[src/rtl/stage_if_pkg.sv]
// Shared definitions for the instruction fetch stage.
//   - if_state_t : 2-bit state encoding S_FETCH, S_KILL, S_HOLD, S_ERR
//   - INSTR_NOP  : bubble instruction word (all zeros)
//   - if2id_t    : layout of the IF -> ID interstage bundle
//                  {instr[31:0], next_pc[31:0]}
package stage_if_pkg;

    localparam int          IF2ID_WIRE_WIDTH = 64;
    localparam logic [31:0] INSTR_NOP        = 32'h0000_0000;

    typedef enum logic [1:0] {
        S_FETCH = 2'd0,
        S_KILL  = 2'd1,
        S_HOLD  = 2'd2,
        S_ERR   = 2'd3
    } if_state_t;

    typedef struct packed {
        logic [31:0] instr;
        logic [31:0] next_pc;
    } if2id_t;

endpackage

[src/rtl/stage_if.sv]
// Instruction fetch stage.
// Owns the PC, fetches from instruction memory over a req/ack handshake,
// applies redirects from later stages, honours downstream stall and feeds
// the decode stage through a registered if2id bundle. A NOP bubble
// (instr = 0, next_pc = current pc) is emitted whenever nothing is delivered.
//
// Ports:
//   clk              system clock, all state on posedge
//   rst              synchronous active-low reset
//   stall            downstream not accepting; interstage_if2id holds
//   redirect_en      one-cycle pulse: replace PC with redirect_pc
//   redirect_pc      new fetch address
//   imem_req         fetch request, held until imem_ack
//   imem_addr        fetch address (the pc register)
//   imem_ack         one-cycle pulse, imem_rdata valid in the same cycle
//   imem_rdata       fetched instruction word
//   interstage_if2id registered {instr, next_pc}
//   fetch_exc        misaligned-redirect flag (only with IF_MISALIGN_CHK_EN)
//
// Build option: define IF_MISALIGN_CHK_EN to trap redirects whose low two
// address bits are non-zero into S_ERR and expose fetch_exc.
module stage_if
    import stage_if_pkg::*;
#(
    parameter logic [31:0] RESET_PC = 32'h0000_0000
) (
    input  logic                        clk,
    input  logic                        rst,
    input  logic                        stall,
    input  logic                        redirect_en,
    input  logic [31:0]                 redirect_pc,
    output logic                        imem_req,
    output logic [31:0]                 imem_addr,
    input  logic                        imem_ack,
    input  logic [31:0]                 imem_rdata,
    output logic [IF2ID_WIRE_WIDTH-1:0] interstage_if2id
`ifdef IF_MISALIGN_CHK_EN
    ,
    output logic                        fetch_exc
`endif
);

    if_state_t   state_q, state_d;
    logic [31:0] pc_q, pc_d;
    logic [31:0] hold_q, hold_d;
    logic [31:0] pending_q, pending_d;
    logic        req_q, req_d;
    if2id_t      out_q, out_d;

    logic [31:0] pc_plus4;
    logic        ack_eff;
    logic        redirect_bad;
    logic        pending_bad;
    logic        kill_bad;
    logic [31:0] kill_target;

    assign pc_plus4 = pc_q + 32'd4;

    // An ack only counts while a request is actually outstanding, so a
    // late ack arriving after reset is ignored.
    assign ack_eff = imem_ack & req_q;

`ifdef IF_MISALIGN_CHK_EN
    assign redirect_bad = |redirect_pc[1:0];
    assign pending_bad  = |pending_q[1:0];
    assign fetch_exc    = (state_q == S_ERR);
`else
    assign redirect_bad = 1'b0;
    assign pending_bad  = 1'b0;
`endif

    // When a killed fetch finally acks, a redirect in that same cycle wins
    // over the one parked in pending.
    assign kill_target = redirect_en ? redirect_pc  : pending_q;
    assign kill_bad    = redirect_en ? redirect_bad : pending_bad;

    always_comb begin
        state_d   = state_q;
        pc_d      = pc_q;
        hold_d    = hold_q;
        pending_d = pending_q;
        out_d     = stall ? out_q : '{instr: INSTR_NOP, next_pc: pc_q};

        unique case (state_q)
            S_FETCH: begin
                // Without an outstanding request (first cycle after reset)
                // a redirect can be taken at once; otherwise the request
                // cannot be withdrawn and the redirect is parked in S_KILL.
                if (redirect_en && (ack_eff || !req_q)) begin
                    state_d = redirect_bad ? S_ERR : S_FETCH;
                    pc_d    = redirect_bad ? pc_q  : redirect_pc;
                end else if (redirect_en) begin
                    pending_d = redirect_pc;
                    state_d   = S_KILL;
                end else if (ack_eff) begin
                    if (stall) begin
                        hold_d  = imem_rdata;
                        state_d = S_HOLD;
                    end else begin
                        out_d = '{instr: imem_rdata, next_pc: pc_plus4};
                        pc_d  = pc_plus4;
                    end
                end
            end
            S_KILL: begin
                if (redirect_en) begin
                    pending_d = redirect_pc;
                end
                if (ack_eff) begin
                    state_d = kill_bad ? S_ERR : S_FETCH;
                    pc_d    = kill_bad ? pc_q  : kill_target;
                end
            end
            S_HOLD: begin
                if (redirect_en) begin
                    state_d = redirect_bad ? S_ERR : S_FETCH;
                    pc_d    = redirect_bad ? pc_q  : redirect_pc;
                end else if (!stall) begin
                    out_d   = '{instr: hold_q, next_pc: pc_plus4};
                    pc_d    = pc_plus4;
                    state_d = S_FETCH;
                end
            end
`ifdef IF_MISALIGN_CHK_EN
            S_ERR: begin
                if (redirect_en && !redirect_bad) begin
                    pc_d    = redirect_pc;
                    state_d = S_FETCH;
                end
            end
`endif
            default: begin
                state_d = S_FETCH;
            end
        endcase

        req_d = (state_d == S_FETCH) || (state_d == S_KILL);
    end

    always_ff @(posedge clk) begin
        if (!rst) begin
            state_q   <= S_FETCH;
            pc_q      <= RESET_PC;
            hold_q    <= 32'h0;
            pending_q <= 32'h0;
            req_q     <= 1'b0;
            out_q     <= '{instr: INSTR_NOP, next_pc: RESET_PC};
        end else begin
            state_q   <= state_d;
            pc_q      <= pc_d;
            hold_q    <= hold_d;
            pending_q <= pending_d;
            req_q     <= req_d;
            out_q     <= out_d;
        end
    end

    assign imem_req         = req_q;
    assign imem_addr        = pc_q;
    assign interstage_if2id = out_q;

endmodule

[config.mk]
export PLATFORM = sky130hd
export DESIGN_NAME = stage_if
export DESIGN_NICKNAME = d
export VERILOG_FILES = /design/src/rtl/stage_if_pkg.sv /design/src/rtl/stage_if.sv
export SDC_FILE = /design/constraint.sdc
export NUM_CORES = 1
export LEC_CHECK = 0
export ABC_AREA = 1
export BUFFER_PORTS_ARGS = -buffer_cell sky130_fd_sc_hd__buf_2
export CORE_ASPECT_RATIO = 0.75
export CORE_MARGIN = 2
export CORE_UTILIZATION = 51
export DETAILED_ROUTE_END_ITERATION = 12
export PLACE_DENSITY_LB_ADDON = 0.1
export SLEW_MARGIN = 5
export SYNTH_ARGS = -nofsm -noshare
export SYNTH_HDL_FRONTEND = slang
export SYNTH_SLANG_ARGS = --single-unit
export TNS_END_PERCENT = 1
[constraint.sdc]
create_clock -name clk -period 1.99 [get_ports clk]
set_clock_uncertainty 0.05 [all_clocks]
set_input_delay 0.398 -clock clk [delete_from_list [all_inputs] [get_ports clk]]
set_output_delay 0.398 -clock clk [all_outputs]
set_load 0.1 [all_outputs]
; Word level (Yosys, flattened, before mapping)
; Cells that the tools add are included.
[totals]
out_inout_bits = 97
memories = 0
ramBits = 0
rom_bits = 0
latch_bits = 0
wordCells = 55
ff_bits = 163
inputBits = 69
[op_classes]
shift = 0
n_eq_ne = 7
mul = 0
addsub = 1
n_mux = 26
order_cmp = 0
div = 0
reduce_logical = 11
bitwise = 3
[ops]
columns = cell, count
row1 = $mux 64, 7
row2 = $mux 32, 8
row3 = $pmux 64 s2, 1
row4 = $pmux 32 s3, 1
row5 = $pmux 32 s2, 1
row6 = $add 32x3->32 const B, 1
row7 = $mux 2, 7
row8 = $ne 3x3->1 const B, 2
row9 = $pmux 2 s3, 1
row10 = $reduce_and 5->1, 1
row11 = $eq 2x1->1 const B, 2
row12 = $logic_not 2->1, 2
row13 = $ne 2x2->1 const B, 2
row14 = $reduce_and 4->1, 1
row15 = $reduce_bool 3->1, 1
row16 = $eq 2x2->1 const B, 1
row17 = $logic_or 1x1->1, 2
row18 = $not 1->1, 2
row19 = $reduce_and 2->1, 1
row20 = $reduce_bool 2->1, 1
row21 = $and 1x1->1, 1
row22 = $logic_and 1x1->1, 1
row23 = $logic_not 1->1, 1

; Longest topological paths before layout
[depth]
word_depth = 7
depth_mapped = 13
mapped_depth_nobuf = 13

; Worst setup path after synthesis
; OpenSTA, ideal clock, no wires.
[synth_timing]
kind = register to register
from = register pc_q[3], in the netlist imem_addr[3]
to = register pc_q[30], in the netlist imem_addr[30]
period_less_slack_ns = 2.540
path_stages_with_launch = 13
t_arrival_ns = 2.371
setup_ns = 0.120
required_time_ns = 1.820
path_buffers = 0
slack_ns = -0.550
path_cell_list = dfxtp_1 > ha_1 > nand2_1 > inv_1 > nand2_1 > nor3_2 > nand3_1 > nand2_1 > nand2_1 > nand2_1 > nand2_1 > a21oi_1 > nor2_1
[synth_via]
elab_chain_cells = 6
elab_cells_between_ends = 7
classes_between = add/sub (1) / mux (6)
[synth_lines]
columns = item, line_no
row1 = from (decl), stage_if.sv:44  ; logic [31:0] pc_q, pc_d;
row2 = from (signal assigned), stage_if.sv:150  ; pc_q <= pc_d;
row3 = $add 32x3->32 (*), stage_if.sv:57  ; assign pc_plus4 = pc_q + 32'd4;
row4 = $mux 32 (*), "stage_if.sv:96, stage_if.sv:118"
row5 = $mux 32, stage_if.sv:95  ; end else if (ack_eff) begin
row6 = $mux 32, stage_if.sv:92  ; end else if (redirect_en) begin
row7 = $mux 32, stage_if.sv:89  ; if (redirect_en && (ack_eff || !req_q)) begin
row8 = $pmux 32 s3 (*), stage_if.sv:84  ; unique case (state_q)
; Mark *: on every way between the ends. The rest lies on a longest branch, timed or not. The select of a mux whose other input is x is not followed.
; A chain may end at the register's enable or synchronous reset.

; Worst setup path after layout
[layout_timing]
from = register pc_q[25], in the netlist imem_addr[25]
to = output port imem_addr[25]
[layout_lines]
columns = item, line_no
row1 = to (decl), stage_if.sv:33  ; output logic [31:0] imem_addr,
; No word-level cell between the ends.

==> results.toml <==
[timing]
fin_crit_sh_pct = 97.5
worstMarginPinSlew_ns = 0.509
clock.fmax_mhz = 515
finalHoldViolations = 0
maxSlewHeadroom_pct = 66.3
rsz0062_at_grt = "true"
finalMaxSlewViolations = 0
finalSetupViolations = 0
post-route-min-period_ns = 1.94

[routing]
viasPerCell = 5.78
wl_mm = 31.4
drt-pass1-iter-count = 6
vias = 10700
drt_iter0_drc = 1187
wl_per_cell_um = 17.0
drc = 0
drtAntennaViolNets = 0

[layout]
num_antenna_cells = 0
syn2layout_area_growth_pct = 23.7
stdcell_count = 1844
finalNetCount = 1663
drive_gt1_share_pct = 21.1

[logic_synthesis]
syn_inst = 1425
ys_types = 38
synth_edf_count = 0
yosys.area.top_type = "dfxtp_1"
avgSynthCellArea_um2 = 6.37
syn-cell-area_um2 = 9070
yosysWarnings = 0
syn_nets = 1499
synthMostInstantiatedCell = "nand2_1"
synthFlopType = "dfxtp_1"
synthTopCellsByCount = "nand2_1 (397), o21ai_0 (185), dfxtp_1 (163)"
yosysSeqAreaShare_pct = 36.0
synthTopCellsByArea = "dfxtp_1 (36%), nand2_1 (16%), o21ai_0 (10%)"
synth_seq_cells = 163
async_reset_ff_share_pct = 0
yosysTopAreaCellShare_pct = 36.0

[die]
die_area_um2 = 18900
ios = 166
dieHeight_um = 120
start_util_pct = 51.7
num_rows = 42
core_um2 = 17600
fp.dieW_um = 158

[clock_network]
cts.sinks = 163
clk_path_buf_depth = 2
numCtsBuffers = 17
htree_levels = 4
cts-root-buf = "clkbuf_16"
path_clk_slew_ns = 0.08
clk_latency_ns = 0.44
cts_hold_buf = 0
cts_tree = "yes"

[critical_path]
required_ns = 1.54
path_max_fanout = 5
end_kind = "output port"
crit_arrival_ns = 1.49
path_delay_family = "buffers and inverters"
cp_slowest_stage_delay_ns = 0.44
cp_num_buf_inv = 2
critPathSlowestCell = "dfxtp_1"
crit_path_cell_trace = "buf_4, buf_2"
critPathKind = "flip-flop to output port"
start_kind = "flip-flop"

[placed_design]
io_buffers = 165
place_congestion = 0.972
dp_hpwl_mm = 22.7
dpl.cell_count = 1811

[global_route]
overflow = 0
grt_pass1_vias = 9363
grt_max_degree = 79
grtUsageTotal_pct = 32.8
grt_pass1_wl_mm = 48.8
antenna_found_initial = 0

[status]
status = "completed"

[flow_run]
maxCapViolations = 0

[power]
p_leak_nw = 4.82
power_density_nw_per_um2 = 930
p_total_w = 0.0104
peakVddDrop_v = 0.000649

[worst_hold_path]
hold_path_class = "input port to flip-flop"
==> power breakdown <==
group | internal (W) | switching [W]
logic | 0.000787 | 0.00253
clock network | 0.00171 | 0.00164
registers | 0.00354 | 0.000231
==> layout by cell type, fill, tap and decap left out, types with 5 or more instances in the layout <==
master | netlist | routed
a21oi_1 | 124 | 123
inv_1 | 86 | 83
dfxtp_4 | 0 | 5
nand2_1 | 397 | 397
buf_4 | 1 | 61
o21ai_0 | 185 | 183
clkbuf_16 | 0 | 17
o21ai_1 | 17 | 18
a221oi_1 | 17 | 17
inv_8 | 0 | 8
dfxtp_1 | 163 | 142
inv_2 | 7 | 9
buf_12 | 0 | 12
buf_2 | 20 | 164
o211ai_1 | 18 | 18
nand2_2 | 7 | 6
nand3_1 | 77 | 76
dfxtp_2 | 0 | 16
nor2_1 | 131 | 127
nor2_4 | 7 | 9
nor2_2 | 6 | 8
a31oi_1 | 44 | 44
==> tightest hold or removal path: stages <==
cell     delay, ns
buf_2         0.11
nand2_1       0.05
a21oi_1       0.05
==> registers in the layout, summed over array words and instances, names as in the netlist <==
signal / flops
hold_q: 32
imem_addr: 32
imem_req: 1
interstage_if2id: 64
pending_q: 32
state_q: 2
==> metal layers <==
layer / track usage [%] / share of wire (%)
met5: 0 / 0
met2: 50.6 / 45
met3: 6.21 / 9.0
met4: 9.63 / 2.2
met1: 46.6 / 44
==> final cells by class <==
class,count,area [um^2]
Clock buffer,17,425
Timing Repair Buffer,238,1530
Inverter,95,360
Multi-Input combinational cell,1074,5130
Fill cell,1725,6330
Clock inverter,15,174
Tap cell,242,303
Sequential cell,163,3300
==> cells by family (layout without fill, tap and decap cells) <==
family | after synthesis | count (layout) | synth area share [%]
AO/OA/AOI/OAI | 426 | 426 | 25.9
buffers and inverters | 188 | 365 | 8.12
XOR/XNOR | 2 | 2 | 0.193
adder cells (fa/ha/maj) | 5 | 5 | 0.690
AND/OR/NAND/NOR | 641 | 641 | 29.1
flip-flops | 163 | 163 | 36.0
==> repair_timing <==
| action | 4_1_cts | 5_1_grt |
|---|---|---|
| buffers inserted | 0 | 1 |
| gates resized for setup | 0 | 27 |
| endpoints found under the setup margin | 0 | 66 |
| endpoints found under the hold margin | 0 | 0 |
==> worst paths after layout <==
check / depth (start not counted) / start / end / slack [ns]
worst max-delay path: 2 / imem_addr[25] / imem_addr[25] / 0.05
worst min-delay path: 3 / imem_rdata[13] / hold_q[13] / 0.16
worst max register to register: 11 / imem_addr[3] / interstage_if2id[24] / 0.09
worst min register to register: 2 / hold_q[27] / hold_q[27] / 0.40
==> stage by stage <==
step	hold slack (ns)	utilization [%]	setup WS, ns	cell area (um^2)	TNS, ns
after CTS	0.151	63.4	0.0159	11100	0
after floorplan	0.373	-	-0.250	9090	-4.27
after global routing	0.151	63.9	-0.0621	11200	-0.136
after global placement	0.384	60.0	0.0413	10500	0
final	0.163	63.9	0.0489	11200	0
after detailed placement	0.392	60.0	0.0358	10500	0
No activity file was read; power rests on OpenSTA's default activity.
